$ cat src/rtl/register_right_driver.sv
// register_right_driver
//   Clocked initiator for the self-timed right-shift register. A start command
//   loads a word (saveReq/saveFin handshake) and then issues a programmed number
//   of single-bit right shifts (rightReq/rightFin handshake). Fin returns are
//   asynchronous and pass through 2-flop synchronisers before use.
//
//   Optional feature: define REGISTER_RIGHT_DRIVER_TIMEOUT_EN to build a per-
//   handshake watchdog that sets the sticky err flag and aborts the operation.
//   Without it the block waits indefinitely and err is tied low.
//
// Ports
//   clk, rstn              clock (rising edge), synchronous active-low reset
//   start                  command strobe, accepted only when idle
//   dataIn, shiftCount     load word and shift count, sampled on acceptance
//   busy, done, err        status: in operation, completion pulse, timeout flag
//   shiftsDone             shifts completed in the current or last operation
//   saveData, saveReq      load word and load request to the register
//   saveFin                load completion from the register (asynchronous)
//   rightReq               shift request to the register
//   rightFin               shift completion from the register (asynchronous)
module register_right_driver #(
    parameter int unsigned Width         = 32,
    parameter int unsigned CountWidth    = 6,
    parameter int unsigned ReqCycles     = 2,
    parameter int unsigned Settle        = 3,
    parameter int unsigned TimeoutCycles = 255
) (
    input  logic                  clk,
    input  logic                  rstn,
    input  logic                  start,
    input  logic [Width-1:0]      dataIn,
    input  logic [CountWidth-1:0] shiftCount,
    output logic                  busy,
    output logic                  done,
    output logic                  err,
    output logic [CountWidth-1:0] shiftsDone,
    output logic [Width-1:0]      saveData,
    output logic                  saveReq,
    input  logic                  saveFin,
    output logic                  rightReq,
    input  logic                  rightFin
);

    typedef enum logic [2:0] {
        StIdle,
        StSaveReq,
        StSaveWait,
        StShiftReq,
        StShiftWait,
        StDone
    } state_e;

    // One phase counter serves both the Req hold time and the settle window.
    localparam int unsigned CycMax = (ReqCycles > Settle) ? ReqCycles : Settle;
    localparam int unsigned CycW   = $clog2(CycMax + 1);

    state_e                state_q, state_d;
    logic [CycW-1:0]       cyc_q, cyc_d;
    logic [Width-1:0]      data_q, data_d;
    logic [CountWidth-1:0] rem_q, rem_d;
    logic [CountWidth-1:0] shifts_q, shifts_d;
    logic                  save_req_q, save_req_d;
    logic                  right_req_q, right_req_d;
    logic [1:0]            save_sync_q, right_sync_q;
    logic                  save_fin_s, right_fin_s;
    logic                  settled;

`ifdef REGISTER_RIGHT_DRIVER_TIMEOUT_EN
    localparam int unsigned WdW = $clog2(TimeoutCycles + 1);
    logic [WdW-1:0] wdog_q, wdog_d;
    logic           err_q, err_d;
`endif

    assign save_fin_s  = save_sync_q[1];
    assign right_fin_s = right_sync_q[1];
    assign settled     = (cyc_q >= CycW'(Settle - 1));

    always_comb begin
        state_d     = state_q;
        data_d      = data_q;
        rem_d       = rem_q;
        shifts_d    = shifts_q;
        // Saturate so a long wait for Fin cannot wrap the settle window.
        cyc_d       = (cyc_q == CycW'(CycMax)) ? cyc_q : cyc_q + 1'b1;
`ifdef REGISTER_RIGHT_DRIVER_TIMEOUT_EN
        err_d       = err_q;
        wdog_d      = '0;
`endif
        unique case (state_q)
            StIdle: begin
                cyc_d = '0;
                if (start) begin
                    data_d   = dataIn;
                    rem_d    = shiftCount;
                    shifts_d = '0;
`ifdef REGISTER_RIGHT_DRIVER_TIMEOUT_EN
                    err_d    = 1'b0;
`endif
                    state_d  = StSaveReq;
                end
            end
            StSaveReq: begin
                if (cyc_q == CycW'(ReqCycles - 1)) begin
                    cyc_d   = '0;
                    state_d = StSaveWait;
                end
            end
            StSaveWait: begin
                if (settled && save_fin_s) begin
                    cyc_d   = '0;
                    state_d = (rem_q == '0) ? StDone : StShiftReq;
                end
            end
            StShiftReq: begin
                if (cyc_q == CycW'(ReqCycles - 1)) begin
                    cyc_d   = '0;
                    state_d = StShiftWait;
                end
            end
            StShiftWait: begin
                if (settled && right_fin_s) begin
                    cyc_d    = '0;
                    shifts_d = shifts_q + 1'b1;
                    rem_d    = rem_q - 1'b1;
                    state_d  = (rem_q == CountWidth'(1)) ? StDone : StShiftReq;
                end
            end
            StDone: begin
                state_d = StIdle;
            end
            default: begin
                state_d = StIdle;
            end
        endcase
`ifdef REGISTER_RIGHT_DRIVER_TIMEOUT_EN
        // Watchdog runs only while a wait state is still waiting for its Fin.
        if ((state_q == StSaveWait || state_q == StShiftWait) && (state_d == state_q)) begin
            wdog_d = wdog_q + 1'b1;
            if (wdog_q == WdW'(TimeoutCycles - 1)) begin
                err_d   = 1'b1;
                wdog_d  = '0;
                state_d = StDone;
            end
        end
`endif
        // Req lines are registered so the self-timed register sees clean edges.
        save_req_d  = (state_d == StSaveReq);
        right_req_d = (state_d == StShiftReq);
    end

    always_ff @(posedge clk) begin
        if (!rstn) begin
            state_q      <= StIdle;
            cyc_q        <= '0;
            data_q       <= '0;
            rem_q        <= '0;
            shifts_q     <= '0;
            save_req_q   <= 1'b0;
            right_req_q  <= 1'b0;
            save_sync_q  <= '0;
            right_sync_q <= '0;
`ifdef REGISTER_RIGHT_DRIVER_TIMEOUT_EN
            wdog_q       <= '0;
            err_q        <= 1'b0;
`endif
        end else begin
            state_q      <= state_d;
            cyc_q        <= cyc_d;
            data_q       <= data_d;
            rem_q        <= rem_d;
            shifts_q     <= shifts_d;
            save_req_q   <= save_req_d;
            right_req_q  <= right_req_d;
            save_sync_q  <= {save_sync_q[0], saveFin};
            right_sync_q <= {right_sync_q[0], rightFin};
`ifdef REGISTER_RIGHT_DRIVER_TIMEOUT_EN
            wdog_q       <= wdog_d;
            err_q        <= err_d;
`endif
        end
    end

`ifdef REGISTER_RIGHT_DRIVER_TIMEOUT_EN
    assign err = err_q;
`else
    // TimeoutCycles only matters when the watchdog is built.
    logic unused_timeout_cfg;
    assign unused_timeout_cfg = ^TimeoutCycles;
    assign err = 1'b0;
`endif

    // Gating with rstn drops both Req lines as soon as reset is asserted.
    assign saveReq    = save_req_q & rstn;
    assign rightReq   = right_req_q & rstn;
    assign busy       = (state_q != StIdle) && (state_q != StDone);
    assign done       = (state_q == StDone);
    assign shiftsDone = shifts_q;
    assign saveData   = data_q;

endmodule

$ cat config.mk
export PLATFORM = sky130hd
export DESIGN_NAME = register_right_driver
export DESIGN_NICKNAME = d
export VERILOG_FILES = /design/src/rtl/register_right_driver.sv
export SDC_FILE = /design/constraint.sdc
export NUM_CORES = 1
export LEC_CHECK = 0
export BUFFER_PORTS_ARGS = -buffer_cell sky130_fd_sc_hd__buf_4
export CAP_MARGIN = 40
export CORE_MARGIN = 4
export CORE_UTILIZATION = 40
export DETAILED_ROUTE_END_ITERATION = 8
export HOLD_SLACK_MARGIN = 0.05
export PLACE_DENSITY_LB_ADDON = 0.25
export SYNTH_ARGS = -nofsm -noshare
export SYNTH_HDL_FRONTEND = slang
export SYNTH_SLANG_ARGS = --single-unit
export TNS_END_PERCENT = 100
$ cat constraint.sdc
create_clock -name clk -period 2.1 [get_ports clk]
set_input_delay 0.315 -clock clk [delete_from_list [all_inputs] [get_ports clk]]
set_output_delay 0.315 -clock clk [all_outputs]
set_load 0.01 [all_outputs]
# Yosys cells after proc, flatten, opt, wreduce, memory -nomap -nowiden
# Cells that the tools add are included.
[op_classes]
n_div = 0
n_bitwise = 2
order_cmp = 1
n_mux = 19
multipliers = 0
n_shift = 0
reduce_logical = 10
eq_ne = 13
add_sub_neg = 3
[op_table]
columns = ["operator", "n"]
rows = [
  ["$mux W6", 4],
  ["$pmux W6 S2", 2],
  ["$mux W3", 7],
  ["$pmux W3 S5", 1],
  ["$eq A3 B2 Y1 const B", 3],
  ["$mux W2", 4],
  ["$pmux W2 S4", 1],
  ["$add A6 B1 Y6 const B", 1],
  ["$eq A3 B1 Y1 const B", 2],
  ["$eq A3 B3 Y1 const B", 2],
  ["$eq A6 B1 Y1 const B", 1],
  ["$logic_not A6 Y1", 1],
  ["$sub A6 B1 Y6 const B", 1],
  ["$ne A2 B2 Y1 const B", 2],
  ["$logic_and A1 B1 Y1", 3],
  ["$logic_not A3 Y1", 1],
  ["$ne A3 B3 Y1 const B", 1],
  ["$reduce_and A3 Y1", 1],
  ["$reduce_bool A3 Y1", 1],
  ["$add A2 B1 Y2 const B", 1],
  ["$and A1 B1 Y1", 2],
  ["$eq A2 B1 Y1 const B", 1],
  ["$eq A2 B2 Y1 const B", 1],
  ["$ge A2 B2 Y1 const B", 1],
  ["other kinds (3)", 3],
]
[word_totals]
ramBits = 0
n_memories = 0
elab_cells = 57
rom_bits = 0
register_bits = 55
output_inout_bits = 43
latch_bits = 0

# Logic depth before layout (Yosys ltp)
[logic_depth]
ltp_word = 5
ltp_mapped = 7
mapped_depth_nobuf = 6

# Least setup slack after synthesis
# Ideal clock, no wire load.
[synth_timing]
path_kind = "flip-flop to flip-flop"
from = "register cyc_q[1]"
to = "register save_req_q"
setup_slack_ps = 702
setup_time_ps = 128
path_stages_with_launch = 6
t_arrival_ps = 1270
cell_sequence = "dfxtp_1 buf_2 and3_1 o21ai_0 o31a_1 nor4_1"
[synth_between]
elab_chain_len = 5
elab_cells_between_ends = 10
cone_classes = "order compare: 1; eq/ne: 2; mux: 5; reduce/logical: 2"
[synth_rtl]
columns = ["item", "line_no", "source"]
rows = [
  ["start: declaration", "58", "logic [CycW-1:0] cyc_q, cyc_d;"],
  ["start signal: assignment", "168", "cyc_q <= cyc_d;"],
  ["$ge A2 B2 Y1", "76", "assign settled = (cyc_q >= CycW'(Settle - 1));"],
  ["$logic_and A1 B1 Y1, on equally long branches", "121, 109", ""],
  ["$mux W3, on equally long branches", "121, 109", ""],
  ["$pmux W3 S5 *", "89", "unique case (state_q)"],
  ["$eq A3 B1 Y1 *", "147", "save_req_d = (state_d == StSaveReq);"],
  ["end signal: assignment", "172", "save_req_q <= save_req_d;"],
  ["end: declaration", "62", "logic save_req_q, save_req_d;"],
]
# Mark *: on every way between the ends. The rest lies on a longest branch, timed or not.
# A chain may end at the register's enable or synchronous reset.

# Worst setup path in the final report
[layout_timing]
from = "register state_q[2]"
to = "register rem_q[0]"
[layout_between]
elab_chain_len = 3
elab_cells_between_ends = 7
cone_classes = "eq/ne: 3; mux: 1; reduce/logical: 3"
[layout_rtl]
columns = ["item", "line_no", "source"]
rows = [
  ["start: declaration", "57", "state_e state_q, state_d;"],
  ["start signal: assignment", "153", "state_q <= StIdle;"],
  ["start signal: assignment", "167", "state_q <= state_d;"],
  ["$eq A3 B3 Y1 or $logic_not A3 Y1 (tied branches)", "89", ""],
  ["$ne A2 B2 Y1 (no line) or $reduce_bool A2 Y1 (tied branches)", "n/a", ""],
  ["$reduce_and A3 Y1 (no line)", "n/a", ""],
  ["end signal: assignment", "170", "rem_q <= rem_d;"],
  ["end: declaration", "60", "logic [CountWidth-1:0] rem_q, rem_d;"],
]
# Parallel ways exist; a longest one is shown, timed or not.

==> flow_summary.ini <==
[status]
run_status = finished, final reports clean

[detailed_routing]
first_iter_violations = 146
first_pass_iters = 4
routed_length_on_met3_um = 468
met2_routed_length_um = 2670
route.vias.total = 2156
remaining_drc_errors = 0
drt_wl_total_um = 5660
top_signal_layer_used = met4
detail_route.wirelength.met1_um = 2420
avgRoutedWirePerCell_um = 13.0
detail_route.vias_per_cell = 4.93
postRouteAntennaNets = 0

[power]
comb_power_share_pct = 15.0
static-leakage-power_nw = 1.34
power.net_switching_uw = 552
powerDensity_mw_per_mm2 = 715
switching_share_pct = 25.0
max-vdd-ir-drop_uv = 410
power.sequential.fraction_pct = 51.4
p_int_mw = 1.66
power.share.clock_pct = 33.6

[worst_setup_path]
max_stage_delay_cell_worst_path = sky130_fd_sc_hd__dfxtp_1
critPathMaxStageDelay_ns = 0.61
critical_path.endpoint_type = flip-flop
crit_arrival_ns = 1.98
critical_path.startpoint_type = flip-flop
worstPathMaxFanout = 15
cp.required_ns = 2.31
crit_chain = and3_1 > o21a_1 > o21ai_0 > a221oi_1
worstSetupPathType = reg2reg

[sta]
worst_slew_pin_slew_ns = 0.492
final.setup_skew_ns = 0.00549
max_clock_freq_ghz = 0.567
fin_hold_viols = 0
grt_setup_unrepaired = false
max-slew-margin-rel_pct = 67.0
slew_limit_fails = 0
final.min_clock_period_ns = 1.76
fin_setup_tns_ns = 0
finalSetupViolCount = 0
min_period_over_period_pct = 83.9

[floorplan]
fp.dieH_um = 83.6
floorplan.die.width_um = 83.6
fp.dieArea_sq_mm = 0.00698
coreArea_sq_mm = 0.00551
row_count = 27
num_io_pins = 86
floorplan.initialDensity_pct = 41.5

[synth]
synth.net_count = 332
yosysUniqueCellTypes = 42
netlist_area_sq_mm = 0.00228
syn_avg_cell_area_sq_um = 8.02
seq_area_frac_synth_pct = 48.2
yosys_warnings = 0
syn_inst = 285
postSynthRegisterBits = 55

[cells_and_area]
antenna_cells = 0
layout_commonest_cell = sky130_fd_sc_hd__buf_4
finish.cell_count_without_fillers = 437
drive_above_1_share_pct = 28.2
final_nets = 411
mostFrequentLayoutCells = sky130_fd_sc_hd__buf_4, sky130_fd_sc_hd__nand2_1, sky130_fd_sc_hd__dfxtp_1, sky130_fd_sc_hd__a21oi_1, sky130_fd_sc_hd__nor2_1
final_cell_area_sq_mm = 0.00309
fillCellCount = 530
area_growth_from_synthesis_to_layout_pct = 35.3

[cts]
cts.reportedPaths.clkPinSlew_ns = 0.10
clockBufferDepth = 2
cts_htree_levels = 2
ctsHoldBuffers = 0
clockRootBuffer = sky130_fd_sc_hd__clkbuf_8
cts_tree = yes
cts.sink_count = 55
postCtsResizedCells = 0
cts_post_setup_buffers_inserted = 0
clkLatencyLatePin_ns = 0.31
cts_bufs_inserted = 5

[grt]
grt_antenna_before_repair = 0
global_route.usage.total_pct = 16.5
first_global_vias = 2188
grt_overflow_total = 0
first_pass_grt_wire_length_um = 9690
grt_start_max_net_pins = 33

[flow_run]
max-cap-violations = 0

[place]
hpwlAfterDp_um = 4090
io_buffer_count = 84
place_area_sq_mm = 0.00297
dp.cells = 429
place_congestion = 0.805

[min_path]
timing.hold.worst.class = in2reg
[routing by layer]
metal	global-route usage [%]	vias to the layer above
met4	6.14	0
li1	-	1106
met2	26.5	57
met3	6.52	10
met1	19.8	983
met5	0	-
[final cells by class]
type                       instances  area (sq um)  area share [%]
clock buffer                       6          82.6            2.67
clock inverter                     2          38.8            1.26
inverter                           7          26.3           0.850
multi-input combinational        204          1070            34.6
sequential                        55          1100            35.6
tap                               72          90.1            2.91
timing repair buffer              91           683            22.1
[worst max-delay path: cells and delay by family, from the launching register on]
family / cells / cell delay [ns]
AOI/OAI and AO/OA: 3 / 0.82
DFF: 1 / 0.61
and+or+nand+nor: 1 / 0.24
[state kept, by name (all words and copies together) (netlist names)]
signal,count
cyc_q,2
right_sync_q,2
shiftsDone,6
save_sync_q,2
right_req_q,1
save_req_q,1
state_q,3
rem_q,6
saveData,32
[Yosys cell counts]
| cell type | n | area, sq um |
|---|---|---|
| sky130_fd_sc_hd__o21a_1 | 1 | 7.51 |
| sky130_fd_sc_hd__a221oi_1 | 1 | 8.76 |
| sky130_fd_sc_hd__buf_4 | 2 | 15.0 |
| sky130_fd_sc_hd__o221ai_1 | 1 | 8.76 |
| sky130_fd_sc_hd__o22ai_1 | 2 | 12.5 |
| sky130_fd_sc_hd__and3b_1 | 1 | 8.76 |
| sky130_fd_sc_hd__nor2_1 | 12 | 45.0 |
| sky130_fd_sc_hd__nor4b_2 | 1 | 15.0 |
| sky130_fd_sc_hd__nand2_1 | 81 | 304 |
| sky130_fd_sc_hd__a21oi_1 | 45 | 225 |
| sky130_fd_sc_hd__a221o_1 | 1 | 10.0 |
| sky130_fd_sc_hd__a211oi_1 | 2 | 15.0 |
| sky130_fd_sc_hd__o2bb2ai_1 | 1 | 8.76 |
| sky130_fd_sc_hd__dfxtp_1 | 55 | 1100 |
| sky130_fd_sc_hd__ha_1 | 4 | 50.1 |
| sky130_fd_sc_hd__a211o_1 | 1 | 8.76 |
| sky130_fd_sc_hd__conb_1 | 1 | 3.75 |
| sky130_fd_sc_hd__a21o_1 | 1 | 7.51 |
| sky130_fd_sc_hd__o221a_2 | 1 | 11.3 |
| sky130_fd_sc_hd__o211ai_1 | 2 | 15.0 |
| sky130_fd_sc_hd__nand3_1 | 2 | 10.0 |
| sky130_fd_sc_hd__o21ai_0 | 7 | 35.0 |
| sky130_fd_sc_hd__nand2b_1 | 3 | 18.8 |
| sky130_fd_sc_hd__nor3b_1 | 1 | 7.51 |
| sky130_fd_sc_hd__nand4b_1 | 2 | 17.5 |
| sky130_fd_sc_hd__o31a_1 | 1 | 8.76 |
| sky130_fd_sc_hd__inv_1 | 6 | 22.5 |
| sky130_fd_sc_hd__a31oi_1 | 1 | 6.26 |
| sky130_fd_sc_hd__clkinv_1 | 1 | 3.75 |
| sky130_fd_sc_hd__buf_2 | 8 | 40.0 |
| sky130_fd_sc_hd__nor2b_1 | 3 | 18.8 |
| sky130_fd_sc_hd__nor3_1 | 2 | 10.0 |
| sky130_fd_sc_hd__and2_1 | 8 | 50.1 |
| sky130_fd_sc_hd__xnor2_1 | 1 | 8.76 |
| sky130_fd_sc_hd__xor2_1 | 4 | 35.0 |
| sky130_fd_sc_hd__clkbuf_1 | 9 | 33.8 |
| sky130_fd_sc_hd__and3_1 | 2 | 12.5 |
| sky130_fd_sc_hd__nor4_2 | 1 | 12.5 |
| sky130_fd_sc_hd__nand4_1 | 4 | 25.0 |
| sky130_fd_sc_hd__nor4_1 | 1 | 6.26 |
| sky130_fd_sc_hd__a22oi_1 | 1 | 7.51 |
| sky130_fd_sc_hd__nor3b_2 | 1 | 12.5 |
[through the flow]
| step | hold WS (ns) | utilization [%] | setup WS, ns | power (mW) |
|---|---|---|---|---|
| after global routing | 0.198 | 56.1 | 0.0560 | 2.32 |
| after global placement | 0.417 | 53.9 | 0.417 | 1.49 |
| after detailed placement | 0.431 | 53.9 | 0.328 | 1.50 |
| final | 0.213 | 56.1 | 0.338 | 2.21 |
| after floorplan | 0.412 | - | 0.702 | 1.33 |
| after CTS | 0.202 | 56.1 | 0.313 | 2.24 |
[worst paths after layout]
kind         depth (start not counted)  slack (ns)              end      startpoint
max reg2reg                          4        0.34         rem_q[0]      state_q[2]
max                                  4        0.34         rem_q[0]      state_q[2]
min                                  2        0.21  right_sync_q[0]        rightFin
min reg2reg                          1        0.45   save_sync_q[1]  save_sync_q[0]
[cell families (layout without fill, tap and decap cells)]
family,Yosys count,in the layout,share of synthesized area (%)
fa+ha+maj,4,4,2.19
flops,55,55,48.2
other cells,1,1,0.164
compound gates,69,69,17.4
buf+inv,26,106,5.04
simple gates,125,125,25.1
xor+xnor,5,5,1.92
[power groups by stage]
stage                     sequential, mW  clock, mW  combinational [mW]
after floorplan                     1.17          0               0.160
final                               1.13      0.743               0.332
after CTS                           1.14      0.768               0.337
after detailed placement            1.16          0               0.336
after global placement              1.16          0               0.331
after global routing                1.14      0.810               0.371
(Power assumes the default switching activity.)
